$ cat src/rtl/register_file_pkg.sv
// ----------------------------------------------------------------------------
// regfile_types
// Shared types and constants for the architectural integer register file.
//   REG_COUNT  : number of architectural registers (x0..x31)
//   REG_ADDR_W : width of a register address
//   REG_ZERO   : address of the hard-wired zero register
//   reg_addr_t : register address type
// ----------------------------------------------------------------------------
package regfile_types;

    localparam int REG_COUNT  = 32;
    localparam int REG_ADDR_W = $clog2(REG_COUNT);

    typedef logic [REG_ADDR_W-1:0] reg_addr_t;

    localparam reg_addr_t REG_ZERO = '0;

endpackage : regfile_types

$ cat src/rtl/register_file_decoder_5_32.sv
// ----------------------------------------------------------------------------
// decoder_5_32
// Address decoder producing one-hot per-register write enables.
//   i_addr   : register address
//   i_ena    : decode enable; all outputs low when deasserted
//   o_onehot : one-hot select, bit k high when i_ena and i_addr == k
// ----------------------------------------------------------------------------
module decoder_5_32
    import regfile_types::*;
(
    input  reg_addr_t              i_addr,
    input  logic                   i_ena,
    output logic [REG_COUNT-1:0]   o_onehot
);

    // NOTE: default assigned first so every path drives o_onehot; no latch.
    always_comb begin
        o_onehot = '0;
        if (i_ena) begin
            o_onehot[i_addr] = 1'b1;
        end
    end

endmodule : decoder_5_32

$ cat src/rtl/register_file.sv
// ----------------------------------------------------------------------------
// register_file
// 32 x N architectural register file, two combinational read ports, one write
// port, x0 hard-wired to zero, optional same-cycle write-to-read bypass.
//   clk, rst_n          : clock, asynchronous active-low clear of x1..x31
//   rd_addr0 / rd_data0 : read port 0 (rs1, ALU operand a)
//   rd_addr1 / rd_data1 : read port 1 (rs2, ALU operand b)
//   wr_ena, wr_addr,
//   wr_data             : write port (rd), applied on rising clk
// Parameters:
//   N      : data width
//   BYPASS : 1 = reading the register being written returns wr_data
// ----------------------------------------------------------------------------
module register_file
    import regfile_types::*;
#(
    parameter int N      = 32,
    parameter bit BYPASS = 1'b1
) (
    input  logic             clk,
    input  logic             rst_n,
    input  reg_addr_t        rd_addr0,
    input  reg_addr_t        rd_addr1,
    output logic [N-1:0]     rd_data0,
    output logic [N-1:0]     rd_data1,
    input  logic             wr_ena,
    input  reg_addr_t        wr_addr,
    input  logic [N-1:0]     wr_data
);

    logic [REG_COUNT-1:0] w_dec;
    logic [REG_COUNT-1:0] w_we;
    logic [N-1:0]         w_rf [REG_COUNT];
    logic                 w_byp0;
    logic                 w_byp1;

    decoder_5_32 u_dec (
        .i_addr   (wr_addr),
        .i_ena    (wr_ena),
        .o_onehot (w_dec)
    );

    // x0 has no storage, so its enable is masked off here.
    assign w_we = w_dec & ~{{(REG_COUNT-1){1'b0}}, 1'b1};

    assign w_rf[0] = '0;

    for (genvar g = 1; g < REG_COUNT; g++) begin : g_reg
        logic [N-1:0] r_q;

        // NOTE: every storage flop has an async clear; this is an
        // architectural reset, not just a control-path one, so it is kept.
        // NOTE: non-blocking assignment for sequential state.
        always_ff @(posedge clk or negedge rst_n) begin
            if (!rst_n) begin
                r_q <= '0;
            end else if (w_we[g]) begin
                r_q <= wr_data;
            end
        end

        assign w_rf[g] = r_q;
    end

    // Bypass is qualified by rst_n so nothing leaks out during reset, and
    // never applies to x0.
    assign w_byp0 = BYPASS && rst_n && wr_ena &&
                    (wr_addr == rd_addr0) && (wr_addr != REG_ZERO);
    assign w_byp1 = BYPASS && rst_n && wr_ena &&
                    (wr_addr == rd_addr1) && (wr_addr != REG_ZERO);

    assign rd_data0 = w_byp0 ? wr_data : w_rf[rd_addr0];
    assign rd_data1 = w_byp1 ? wr_data : w_rf[rd_addr1];

endmodule : register_file

$ cat config.mk
export PLATFORM = sky130hd
export DESIGN_NAME = register_file
export DESIGN_NICKNAME = d
export VERILOG_FILES = /design/src/rtl/register_file_pkg.sv /design/src/rtl/register_file_decoder_5_32.sv /design/src/rtl/register_file.sv
export SDC_FILE = /design/constraint.sdc
export NUM_CORES = 2
export LEC_CHECK = 0
export CAP_MARGIN = 10
export CORE_MARGIN = 4
export CORE_UTILIZATION = 25
export DETAILED_ROUTE_END_ITERATION = 8
export PLACE_DENSITY = 0.38
export SYNTH_ARGS = -nofsm -noshare
export SYNTH_HDL_FRONTEND = slang
export SYNTH_HIERARCHICAL = 1
export SYNTH_SLANG_ARGS = --single-unit
$ cat constraint.sdc
create_clock -name clk -period 5.9 [get_ports clk]
set_clock_uncertainty 0.2 [all_clocks]
set_input_delay 0.59 -clock clk [delete_from_list [all_inputs] [get_ports clk]]
set_output_delay 0.59 -clock clk [all_outputs]
set_load 0.005 [all_outputs]
# Word-level counts from Yosys, hierarchy flattened
# Cells that the tools add are included.
# Widths: inputs -> output; s select.
# word_totals
reg_bits	992
input_bits	50
# classes
magnitude_cmp	4
n_eq_ne	2
mux	11
n_bitwise	2
reduce_logical	7
# op_table
op	n
$bmux 32 s5	2
$mux 32	7
$ge 6x6->1 const B	2
$not 5->6	2
$eq 5x5->1	2
$logic_and 1x1->1	6
$lt 5x6->1 const B	1
$demux 1 s5	1
$ge 5x1->1 const B	1
$reduce_bool 5->1	1
$mux 1	1

# Longest topological paths before layout
# logic_depth
ltp_word	5
mapped_depth	10

# Hierarchy
# The synthesis kept the hierarchy.
# by_module_without_submodules
mod	n_inst	cells_per_inst	area_each_um2	seq_area_each_um2
register_file	1	3765	53528.8	24823.8
decoder_5_32	1	47	230.2	0.0

# Worst setup path after synthesis
# OpenSTA, ideal clock, no wires.
# synth_timing
path_type	input to output
start	input port rd_addr1[0]
end	output port rd_data1[19]
arrival_time_ns	2.072
setup_slack_ns	3.038
stages	7
path_buffers	3
path_cell_list	buf_6 buf_6 buf_2 mux4_2 o22ai_1 nor3_2 a22o_1
# synth_via
elab_chain_cells	5
elab_cells_between_ends	8
cone_classes	eq/ne (1); mux (4); bitwise (1); reduce/logical (2)
# synth_lines
element	line_no	rtl
start, declared	register_file.sv:23	input reg_addr_t rd_addr1,
$not 5->6 (implied by the code)	register_file.sv:73	assign rd_data1 = w_byp1 ? wr_data : w_rf[rd_addr1];
$bmux 32 s5	register_file.sv:73	
$mux 32 (implied by the code) (2 in a row)	register_file.sv:73	
$mux 32 (*)	register_file.sv:73	
end, declared	register_file.sv:25	output logic [N-1:0] rd_data1,
# Every way passes the cells marked *; elsewhere a longest branch is shown, timed or not. The select of a mux whose other input is x is not followed.

# Worst setup path in the final report
# layout_timing
start	input port rd_addr0[4]
end	output port rd_data0[12]
# layout_via
elab_chain_cells	5
elab_cells_between_ends	8
cone_classes	eq/ne (1); mux (4); bitwise (1); reduce/logical (2)
# layout_lines
element	line_no	rtl
start, declared	register_file.sv:22	input reg_addr_t rd_addr0,
$not 5->6 (implied by the code)	register_file.sv:72	assign rd_data0 = w_byp0 ? wr_data : w_rf[rd_addr0];
$bmux 32 s5	register_file.sv:72	
$mux 32 (implied by the code) (2 in a row)	register_file.sv:72	
$mux 32 (*)	register_file.sv:72	
end, declared	register_file.sv:24	output logic [N-1:0] rd_data0,
# Marked as above.

==> metrics.cfg <==
[setup_path]
ff2ff_path_depth = 1
path_depth = 8
cp_cell_sequence = buf_2 > nand2b_2 > nor2_1 > nor3_1 > a31oi_1 > buf_4 > o31ai_1 > clkdlybuf4s50_1
crit_family = buffers and inverters
cpPeakStageDelay_ns = 1.02
worstSetupPathType = in -> out
critPathSlowestCell = o31ai_1
endpoint_kind = output port
cp.arrival_ns = 4.49
required_ns = 5.11
crit_buf_inv = 3
start_kind = primary input
cp_max_fo = 21

[timing]
slew_violations = 0
slew_headroom = 0.122
fin_crit_sh = 0.895
period_needed_ns = 5.28
hold_violations = 0
max_freq_mhz = 189
setup_viol = 0
rsz0062_at_grt = no
fin_ws_ns = 0.620
tightestPinTransition_ns = 1.31
fin_setup_tns_ns = 0

[detailed_routing]
drt_first_pass_iters = 5
drtIter0Drc = 2159
vias = 34500
viasPerCell = 5.15
wire_per_inst_um = 30.3
drc = 0
drt_wl_total_mm = 203
antenna_left = 0

[grt]
grt_pass1_wl_mm = 292
antenna_found_initial = 7
grt_max_degree = 125
grtUsageTotal = 0.180
grt_pass1_vias = 37200
grt.overflow.total = 0

[synthesis]
synth_warnings = 6
synth_cells = 3811
netlist_area_um2 = 53800
synth.avg_cell_area_um2 = 14.1
syn_nets = 3861

[clock_network]
cts_buffer_depth = 3
cts_hold_buf = 1
postCtsSetupBuffers = 0
cts_num_sinks = 992
clkTransAtPathRegs_ns = 0.06
clk_latency_ns = 0.72
cts_buffers = 114
cts_resized = 0
tritoncts = yes
h-tree-depth = 3
cts-root-buf = clkbuf_16

[die]
placementRows = 169
io_pins = 114
die_h_um = 472
initial_utilization = 0.252
dieWidth_um = 472
die_area_um2 = 223000
coreArea_um2 = 213000

[layout]
area_growth_pct = 15.4
fin_nets = 3829
largest_reg_flops = 992
regMostFlops = g.r_q
drive_gt1_frac = 0.479
largestRegisters = g.r_q: 992 flops

[power_and_ir_drop]
power_density_nw_per_um2 = 340
vdd_drop_max_v = 0.000211
power_leakage_nw = 25.6

[placed_design]
post-dp-hpwl_mm = 126
dp_slack_ns = 0.699
place_congestion = 0.772
io_buffers = 113

[hold_path]
hp-class = in -> async

[status]
outcome = finished, final reports clean

[flow_run]
maxCapViolCount = 0

[metal layers]
layer / vias to the layer above / GRT usage / routed length [um]
met1: 19100 / 0.245 / 91800
met2: 605 / 0.303 / 99100
li1: 14600 / - / -
met4: 0 / 0.0530 / 5660
met3: 238 / 0.0207 / 6290
met5: - / 0 / 0
[path summary, 6_finish.rpt]
check | start | to | slack (ns)
setup / recovery | rd_addr0[4] | rd_data0[12] | 0.62
hold / removal | rst_n | g_reg[25].r_q[29] | 0.14
setup reg to reg | g_reg[2].r_q[16] | g_reg[2].r_q[16] | 4.88
hold reg to reg | g_reg[20].r_q[13] | g_reg[20].r_q[13] | 0.32
max in group asynchronous | rst_n | g_reg[6].r_q[1] | 2.63
min in group clk | g_reg[20].r_q[13] | g_reg[20].r_q[13] | 0.32
[through the flow]
step	hold slack [ns]	std cells	cell area [um2]	util	power, mW
after floorplan	0.0944	3811	53800	-	12.0
after global placement	0.304	6483	58100	0.273	13.6
after detailed placement	0.309	6483	58100	0.273	13.6
after CTS	0.0832	6696	62000	0.291	21.4
after global routing	0.150	6698	62000	0.291	22.1
final	0.139	6701	62000	0.291	21.1
[cells in the final DEF (no fill, tap or decap), types with 49 or more instances in the layout]
master / count
a22oi_1: 69
mux2_2: 1052
mux2i_1: 204
nor3_1: 49
clkbuf_16: 115
dfrtp_1: 992
clkdlybuf4s50_1: 85
mux4_2: 361
nand2_1: 74
o22ai_1: 76
nor2_1: 63
buf_4: 161
[where the power goes]
group	switching, mW	internal [mW]
Sequential	0.969	8.14
Combinational	1.89	2.49
Clock	3.10	4.47
[final cells by class]
type | instances | area (um2)
repair buffers | 289 | 2580
inverters | 2 | 7.51
flip-flops and latches | 992 | 24800
clock buffers | 173 | 3440
fillers | 21300 | 151000
well taps | 2821 | 3530
clock inverters | 39 | 488
diodes | 5 | 12.5
multi-input cells | 2380 | 27100
Note: power is estimated with default switching activity, not from simulation.
